==> src/rtl/haraka_sponge_pkg.sv <==
// Shared types and constants for the Haraka-S sponge controller.
// Provides the FSM encoding, default padding bytes and the rate-lane bit-offset helper.
package haraka_sponge_pkg;

    typedef enum logic [2:0] {
        IDLE    = 3'd0,
        ABSORB  = 3'd1,
        PAD     = 3'd2,
        PERM    = 3'd3,
        SQUEEZE = 3'd4
    } sponge_state_e;

    localparam logic [7:0] DOMAIN_PAD_DEF = 8'h1F;
    localparam logic [7:0] FINAL_PAD_DEF  = 8'h80;

    // Rate byte i occupies the top of the state, lane 0 in the most significant byte.
    function automatic int unsigned lane_hi(input int unsigned i, input int unsigned state_bits = 512);
        return state_bits - 1 - 8 * i;
    endfunction

endpackage

==> src/rtl/haraka_rate_lane.sv <==
// Combinational byte-lane access to the rate region: XOR a byte into lane idx,
// apply SHAKE-style padding, and select lane idx for the squeeze output.
module haraka_rate_lane
    import haraka_sponge_pkg::*;
#(
    parameter int         STATE_BITS = 512,
    parameter int         RATE_BYTES = 32,
    parameter int         IDX_W      = 6,
    parameter logic [7:0] DOMAIN_PAD = DOMAIN_PAD_DEF,
    parameter logic [7:0] FINAL_PAD  = FINAL_PAD_DEF
) (
    input  logic [STATE_BITS-1:0] state,
    input  logic [IDX_W-1:0]      idx,
    input  logic [7:0]            data,
    input  logic                  xor_en,
    input  logic                  pad_en,
    output logic [STATE_BITS-1:0] state_nxt,
    output logic [7:0]            sel_byte
);

    always_comb begin
        state_nxt = state;
        sel_byte  = '0;
        for (int i = 0; i < RATE_BYTES; i++) begin
            if (int'(idx) == i) begin
                sel_byte = state[lane_hi(i, STATE_BITS) -: 8];
                if (xor_en)
                    state_nxt[lane_hi(i, STATE_BITS) -: 8] = state_nxt[lane_hi(i, STATE_BITS) -: 8] ^ data;
                if (pad_en)
                    state_nxt[lane_hi(i, STATE_BITS) -: 8] = state_nxt[lane_hi(i, STATE_BITS) -: 8] ^ DOMAIN_PAD;
            end
        end
        // Applied after the domain byte so both land when idx is the last lane.
        if (pad_en)
            state_nxt[lane_hi(RATE_BYTES - 1, STATE_BITS) -: 8] =
                state_nxt[lane_hi(RATE_BYTES - 1, STATE_BITS) -: 8] ^ FINAL_PAD;
    end

endmodule

==> src/rtl/haraka_sponge_ctrl.sv <==
// Sponge controller: absorbs a byte stream, drives an external permutation and squeezes digest bytes.
// Define HARAKA_SPONGE_ABORT_EN to add the abort input that returns the controller to IDLE.
module haraka_sponge_ctrl
    import haraka_sponge_pkg::*;
#(
    parameter int         STATE_BITS = 512,
    parameter int         RATE_BYTES = 32,
    parameter int         DLEN_W     = 32,
    parameter logic [7:0] DOMAIN_PAD = DOMAIN_PAD_DEF,
    parameter logic [7:0] FINAL_PAD  = FINAL_PAD_DEF
) (
    input  logic                  clk,
    input  logic                  reset_n,
    input  logic                  in_valid,
    input  logic [7:0]            in_data,
    input  logic                  in_last,
    output logic                  in_ready,
    input  logic [DLEN_W-1:0]     digest_len,
    output logic                  perm_start,
    output logic [STATE_BITS-1:0] perm_state_out,
    input  logic                  perm_done,
    input  logic [STATE_BITS-1:0] perm_state_in,
    output logic                  out_valid,
    output logic [7:0]            out_data,
    output logic                  out_last,
    input  logic                  out_ready,
`ifdef HARAKA_SPONGE_ABORT_EN
    input  logic                  abort,
`endif
    output logic                  busy,
    output logic                  done
);

    localparam int              IDX_W    = $clog2(RATE_BYTES + 1);
    localparam logic [IDX_W-1:0] LAST_IDX = IDX_W'(RATE_BYTES - 1);

    sponge_state_e           fsm, fsm_nxt, ret_st, ret_nxt;
    logic [STATE_BITS-1:0]   state, state_nxt, lane_base, lane_out;
    logic [IDX_W-1:0]        idx, idx_nxt;
    logic [DLEN_W-1:0]       remaining, rem_nxt;
    logic [7:0]              sel_byte;
    logic                    perm_first, armed;
    logic                    accept, emit, abort_i;

`ifdef HARAKA_SPONGE_ABORT_EN
    assign abort_i = abort;
`else
    assign abort_i = 1'b0;
`endif

    assign accept         = in_valid && in_ready;
    assign emit           = out_valid && out_ready;
    assign lane_base      = (fsm == IDLE) ? '0 : state;
    assign perm_state_out = state;

    haraka_rate_lane #(
        .STATE_BITS (STATE_BITS),
        .RATE_BYTES (RATE_BYTES),
        .IDX_W      (IDX_W),
        .DOMAIN_PAD (DOMAIN_PAD),
        .FINAL_PAD  (FINAL_PAD)
    ) u_rate_lane (
        .state     (lane_base),
        .idx       (idx),
        .data      (in_data),
        .xor_en    (accept),
        .pad_en    (fsm == PAD),
        .state_nxt (lane_out),
        .sel_byte  (sel_byte)
    );

    always_ff @(posedge clk or negedge reset_n) begin
        if (!reset_n)
            fsm <= IDLE;
        else
            fsm <= fsm_nxt;
    end

    always_comb begin
        fsm_nxt   = fsm;
        ret_nxt   = ret_st;
        idx_nxt   = idx;
        rem_nxt   = remaining;
        state_nxt = state;
        case (fsm)
            IDLE: begin
                if (accept) begin
                    state_nxt = lane_out;
                    rem_nxt   = digest_len;
                    idx_nxt   = IDX_W'(1);
                    fsm_nxt   = in_last ? PAD : ABSORB;
                end
            end
            ABSORB: begin
                if (accept) begin
                    state_nxt = lane_out;
                    if (idx == LAST_IDX) begin
                        idx_nxt = '0;
                        fsm_nxt = PERM;
                        ret_nxt = in_last ? PAD : ABSORB;
                    end else begin
                        idx_nxt = idx + IDX_W'(1);
                        if (in_last)
                            fsm_nxt = PAD;
                    end
                end
            end
            PAD: begin
                state_nxt = lane_out;
                idx_nxt   = '0;
                fsm_nxt   = PERM;
                ret_nxt   = SQUEEZE;
            end
            PERM: begin
                if (perm_done) begin
                    state_nxt = perm_state_in;
                    fsm_nxt   = ret_st;
                end
            end
            SQUEEZE: begin
                if (remaining == '0) begin
                    idx_nxt = '0;
                    fsm_nxt = IDLE;
                end else if (emit) begin
                    rem_nxt = remaining - DLEN_W'(1);
                    if (idx == LAST_IDX) begin
                        // Block exhausted: only re-permute if more bytes are still owed.
                        idx_nxt = '0;
                        ret_nxt = SQUEEZE;
                        if (remaining != DLEN_W'(1))
                            fsm_nxt = PERM;
                    end else begin
                        idx_nxt = idx + IDX_W'(1);
                    end
                end
            end
            default: fsm_nxt = IDLE;
        endcase
        if (abort_i) begin
            fsm_nxt   = IDLE;
            ret_nxt   = IDLE;
            idx_nxt   = '0;
            rem_nxt   = '0;
            state_nxt = '0;
        end
    end

    always_ff @(posedge clk or negedge reset_n) begin
        if (!reset_n) begin
            state      <= '0;
            idx        <= '0;
            remaining  <= '0;
            ret_st     <= IDLE;
            perm_first <= 1'b0;
            armed      <= 1'b0;
        end else begin
            state      <= state_nxt;
            idx        <= idx_nxt;
            remaining  <= rem_nxt;
            ret_st     <= ret_nxt;
            perm_first <= (fsm_nxt == PERM) && (fsm != PERM);
            armed      <= 1'b1;
        end
    end

    always_comb begin
        in_ready   = armed && ((fsm == IDLE) || (fsm == ABSORB)) && !abort_i;
        perm_start = (fsm == PERM) && perm_first && !abort_i;
        out_valid  = (fsm == SQUEEZE) && (remaining != '0) && !abort_i;
        out_data   = out_valid ? sel_byte : 8'h00;
        out_last   = out_valid && (remaining == DLEN_W'(1));
        busy       = (fsm != IDLE);
        done       = (fsm == SQUEEZE) && (remaining == '0) && !abort_i;
    end

endmodule

==> config.mk <==
export PLATFORM = sky130hd
export DESIGN_NAME = haraka_sponge_ctrl
export DESIGN_NICKNAME = d
export VERILOG_FILES = /design/src/rtl/haraka_sponge_pkg.sv /design/src/rtl/haraka_rate_lane.sv /design/src/rtl/haraka_sponge_ctrl.sv
export SDC_FILE = /design/constraint.sdc
export NUM_CORES = 2
export LEC_CHECK = 0
export ABC_AREA = 1
export CELL_PAD_IN_SITES_DETAIL_PLACEMENT = 2
export CELL_PAD_IN_SITES_GLOBAL_PLACEMENT = 2
export CORE_AREA = 2 2 427 429
export CTS_BUF_LIST = sky130_fd_sc_hd__clkbuf_4 sky130_fd_sc_hd__clkbuf_8
export CTS_CLUSTER_DIAMETER = 80
export CTS_CLUSTER_SIZE = 16
export DETAILED_ROUTE_END_ITERATION = 10
export DIE_AREA = 0 0 429 431
export GPL_ROUTABILITY_DRIVEN = 0
export PLACE_DENSITY_LB_ADDON = 0.15
export SKIP_LAST_GASP = 1
export SLEW_MARGIN = 20
export SYNTH_ARGS = -nofsm -noshare
export SYNTH_HDL_FRONTEND = slang
export SYNTH_SLANG_ARGS = --single-unit
==> constraint.sdc <==
create_clock -name clk -period 3.84 [get_ports clk]
set_input_delay 0.576 -clock clk [delete_from_list [all_inputs] [get_ports clk]]
set_output_delay 0.576 -clock clk [all_outputs]
set_load 0.02 [all_outputs]
==> impl_metrics.env <==
export IMPL_layout_area_overhead_vs_synth_pct=59.87
export IMPL_design_portCount=1084
export IMPL_ys_types=52
export IMPL_cell_at_the_root_of_the_clock_tree="sky130_fd_sc_hd__clkbuf_8"
export IMPL_die_y_um=431
export IMPL_finalCriticalPeriod_ps=5230
export IMPL_placement_rows=156
export IMPL_floorplan_initialDensity_pct=18.17
export IMPL_netSwitchingFraction_pct=51.67
export IMPL_routed_wirelength_mm=218.1
export IMPL_critPathCaptureType="output pin"
export IMPL_route_detailed_wl_per_inst_um=26.20
export IMPL_cp_common_cell="sky130_fd_sc_hd__nand2_1"
export IMPL_status="finished with violations"
export IMPL_power_switching_mw=21.84
export IMPL_dp_cells=8149
export IMPL_vias=38183
export IMPL_async_reset_ff_share_pct=100.0
export IMPL_synthesis_yosys_warnings=0
export IMPL_cts_tree="done"
export IMPL_ff_latch_area_sq_um=13960
export IMPL_grt_max_degree=179
export IMPL_cp_slowest_stage_delay_ps=440
export IMPL_port_buffer_count=1083
export IMPL_die_x_um=429
export IMPL_core_area_sq_um=180200
export IMPL_violations="negative setup slack"
export IMPL_number_of_antenna_violations_at_the_first_check_in_global_routing=61
export IMPL_share_comb_of_total_power_pct=64.5
export IMPL_static_power_due_to_leakage_nw=22.03
export IMPL_fmaxAchievable_mhz=191.2
export IMPL_synth_edf_count=0
export IMPL_synth_area_per_cell_sq_um=7.287
export IMPL_die_footprint_sq_um=184900
export IMPL_number_of_global_route_vias_before_repair=42029
export IMPL_dp_wirelength_mm=168.3
export IMPL_pwr_share_clk_pct=12.3
export IMPL_multiInputGateArea_sq_um=15650
export IMPL_clock_tree_buffer_depth=3
export IMPL_worstPathMaxFanout=5
export IMPL_critical_path_startpoint_type="flop"
export IMPL_wire_length_of_the_first_global_routing_pass_mm=310.2
export IMPL_dr_pass1_iters=5
export IMPL_cap_viol_max_count=0
export IMPL_final_instance_count_excl_fill=8325
export IMPL_drtAntennaViolNets=0
export IMPL_highest_layer="met5"
export IMPL_synth_flop_cell="sky130_fd_sc_hd__dfrtp_1"
export IMPL_worst_endpoint_required_ps=3260
export IMPL_globalRoute_totalOverflow=0
export IMPL_routed_via_density=4.587
export IMPL_synthesis_instances=4492
export IMPL_unrepaired_setup_endpoints_after_global_routing="yes"
export IMPL_detail_route_drc_violations=0
export IMPL_fill_cells=20822
export IMPL_sequentialPowerShare_pct=23.2
export IMPL_fin_skew_ps=38.18
export IMPL_drt_iter0_drc=1878
export IMPL_setup_tns_final_ps=-10550
export IMPL_setup_ws_ps=-1390
export IMPL_met1_length_mm=83.54
export IMPL_tightestPinTransition_ps=1055
export IMPL_final_layout_size_suffix_gt1_share_pct=16.21
export IMPL_met2RoutedLength_mm=113.2
export IMPL_clk_insertion_delay_late_ps=790
export IMPL_num_clock_sinks=558
export IMPL_syn_cell_area_sq_um=32730
export IMPL_finalHoldViolCount=0
export IMPL_worst_path_arrival_ps=4650
export IMPL_cts_buffers=68
export IMPL_numnets_final=6442
export IMPL_finalSetupViolations=8
export IMPL_syn_num_nets=5056
export IMPL_period_share_pct=136.2
export IMPL_post_synthesis_sequential_element_count=558
export IMPL_met3_length_mm=11.36
export IMPL_power_internal_mw=20.43
export IMPL_power_per_cell_area_nw_per_um2=807.8
export IMPL_ys_seq_area_share_pct=42.66
export IMPL_clock_tree_htree_level_count=3
export IMPL_slew_violations=0
export IMPL_track_usage_pct=22.98
export IMPL_cts_clk_slew_worst_paths_ps=120
export IMPL_min_path_type="in -> reg"
export IMPL_vdd_ir_drop_max_mv=0.4507
export IMPL_setup_worst_path_class="reg -> out"
export IMPL_cpMaxStageDelayCell="sky130_fd_sc_hd__dfrtp_1"
export IMPL_slew_hr_pct=29.69
[per-stage QoR]
step / total power, mW / hold WS, ps / setup WS (ps) / instance area (sq um) / utilization, %
3_5_place_dp: 36.61 / 501.8 / -1321 / 49880 / 27.69
4_1_cts: 42.58 / 216.3 / -1649 / 51790 / 28.75
2_1_floorplan: 22.52 / 280.4 / 296.8 / 32730 / -
5_1_grt: 45.49 / 291.2 / -1816 / 52300 / 29.03
6_report: 42.27 / 337.3 / -1390 / 52330 / 29.04
3_3_place_gp: 36.16 / 489.5 / -1231 / 49880 / 27.69
[logic make-up (layout without fill, tap and decap cells)]
family,Yosys count,after routing,synth area share [%]
and+or+nand+nor,1600,1600,20.55
AOI/OAI and AO/OA,1306,1306,23.13
buffers and inverters,955,2393,11.65
DFF,558,558,42.66
xor gates and xnor gates,65,65,1.739
adders and majority gates,6,6,0.2294
other,1,26,0.01146
muxes,1,1,0.03058
[cell usage after synthesis, drive strengths merged (5+ instances only)]
cell	number	share of area (%)
clkbuf	256	3.0
buf	83	1.6
xor2	55	1.5
inv	607	7.0
nor2	442	5.5
nand3	377	5.8
o21a	26	0.60
nand4	6	0.11
ha	6	0.23
nor3	12	0.21
o31ai	50	1.1
a21boi	5	0.11
a21oi	233	3.6
o221ai	82	2.2
dfrtp	558	43
xnor2	10	0.27
nand2	754	8.7
o21ai	665	10
clkinv	9	0.10
a31oi	29	0.55
o22ai	66	1.3
o211ai	137	3.1
[metal layers]
metal  GRT usage [%]  vias up
li1                -    17675
met4           9.830       54
met3           5.292      310
met5               0        -
met1           25.22    19257
met2           42.16      887
[repair_timing]
action,4_1_cts,5_1_grt
hold buffers,1,0
cloned,1,0
pin swaps,44,78
buffers inserted,12,17
hold endpoints to repair,51,0
endpoints found under the setup margin,11,11
gates resized for setup,120,113
[area by class of cell]
| cell class | instances | area share, % |
|---|---|---|
| tap | 2370 | 5.667 |
| antenna | 25 | 0.1196 |
| inverter | 616 | 4.474 |
| multi-input combinational | 2979 | 29.90 |
| clock inverter | 48 | 0.8895 |
| clock buffer | 74 | 1.922 |
| sequential | 558 | 26.69 |
| timing repair buffer | 1655 | 30.34 |
[flip-flops by register name, summed over array words and instances (netlist names)]
signal	flops
ret_st	3
perm_first	1
fsm	3
armed	1
perm_state_out	512
idx	6
remaining	32
[worst paths after layout]
kind / endpoint / slack [ps] / depth (start not counted) / start
hold reg to reg: ret_st[2] / 520 / 1 / ret_st[2]
max in group asynchronous: perm_state_out[120] / 2380 / 3 / reset_n
min in group asynchronous: perm_state_out[472] / 460 / 2 / reset_n
setup / recovery: out_data[0] / -1390 / 39 / idx[2]
setup reg to reg: remaining[28] / 420 / 12 / fsm[1]
hold / removal: perm_state_out[98] / 340 / 3 / perm_state_in[98]
[power groups by stage]
stage / registers, mW / clock network (mW) / logic, mW
3_5_place_dp: 9.90 / 0 / 26.7
3_3_place_gp: 9.83 / 0 / 26.3
2_1_floorplan: 12.0 / 0 / 10.5
5_1_grt: 10.1 / 5.62 / 29.7
6_report: 9.81 / 5.18 / 27.3
4_1_cts: 9.84 / 5.46 / 27.3
[worst max-delay path, delay by kind of cell (launching register included)]
family                 cells  cell delay, ps
and+or+nand+nor           34            2770
DFF                        1             440
buffers and inverters      3             360
AOI/OAI and AO/OA          2             290
[cells in the final DEF, fill, tap and decap left out, types with 8 or more instances in the layout]
cell	count
sky130_fd_sc_hd__inv_6	20
sky130_fd_sc_hd__o221ai_1	81
sky130_fd_sc_hd__inv_2	22
sky130_fd_sc_hd__buf_12	52
sky130_fd_sc_hd__buf_4	507
sky130_fd_sc_hd__dfrtp_1	557
sky130_fd_sc_hd__clkinv_2	8
sky130_fd_sc_hd__o22ai_1	66
sky130_fd_sc_hd__o21ai_0	654
sky130_fd_sc_hd__nand3_1	354
sky130_fd_sc_hd__clkbuf_8	72
sky130_fd_sc_hd__nand2_2	111
sky130_fd_sc_hd__nor2_1	396
sky130_fd_sc_hd__inv_1	580
sky130_fd_sc_hd__o31ai_1	50
sky130_fd_sc_hd__nand3_2	21
sky130_fd_sc_hd__a21oi_2	11
sky130_fd_sc_hd__nand2_1	636
sky130_fd_sc_hd__o21a_1	26
sky130_fd_sc_hd__diode_2	25
sky130_fd_sc_hd__xnor2_1	10
sky130_fd_sc_hd__clkdlybuf4s50_1	1071
sky130_fd_sc_hd__buf_6	16
sky130_fd_sc_hd__nor2_2	29
sky130_fd_sc_hd__a31oi_1	29
sky130_fd_sc_hd__nor2_4	15
sky130_fd_sc_hd__a21oi_1	220
sky130_fd_sc_hd__xor2_1	55
sky130_fd_sc_hd__o211ai_1	137
(Power assumes the default switching activity.)
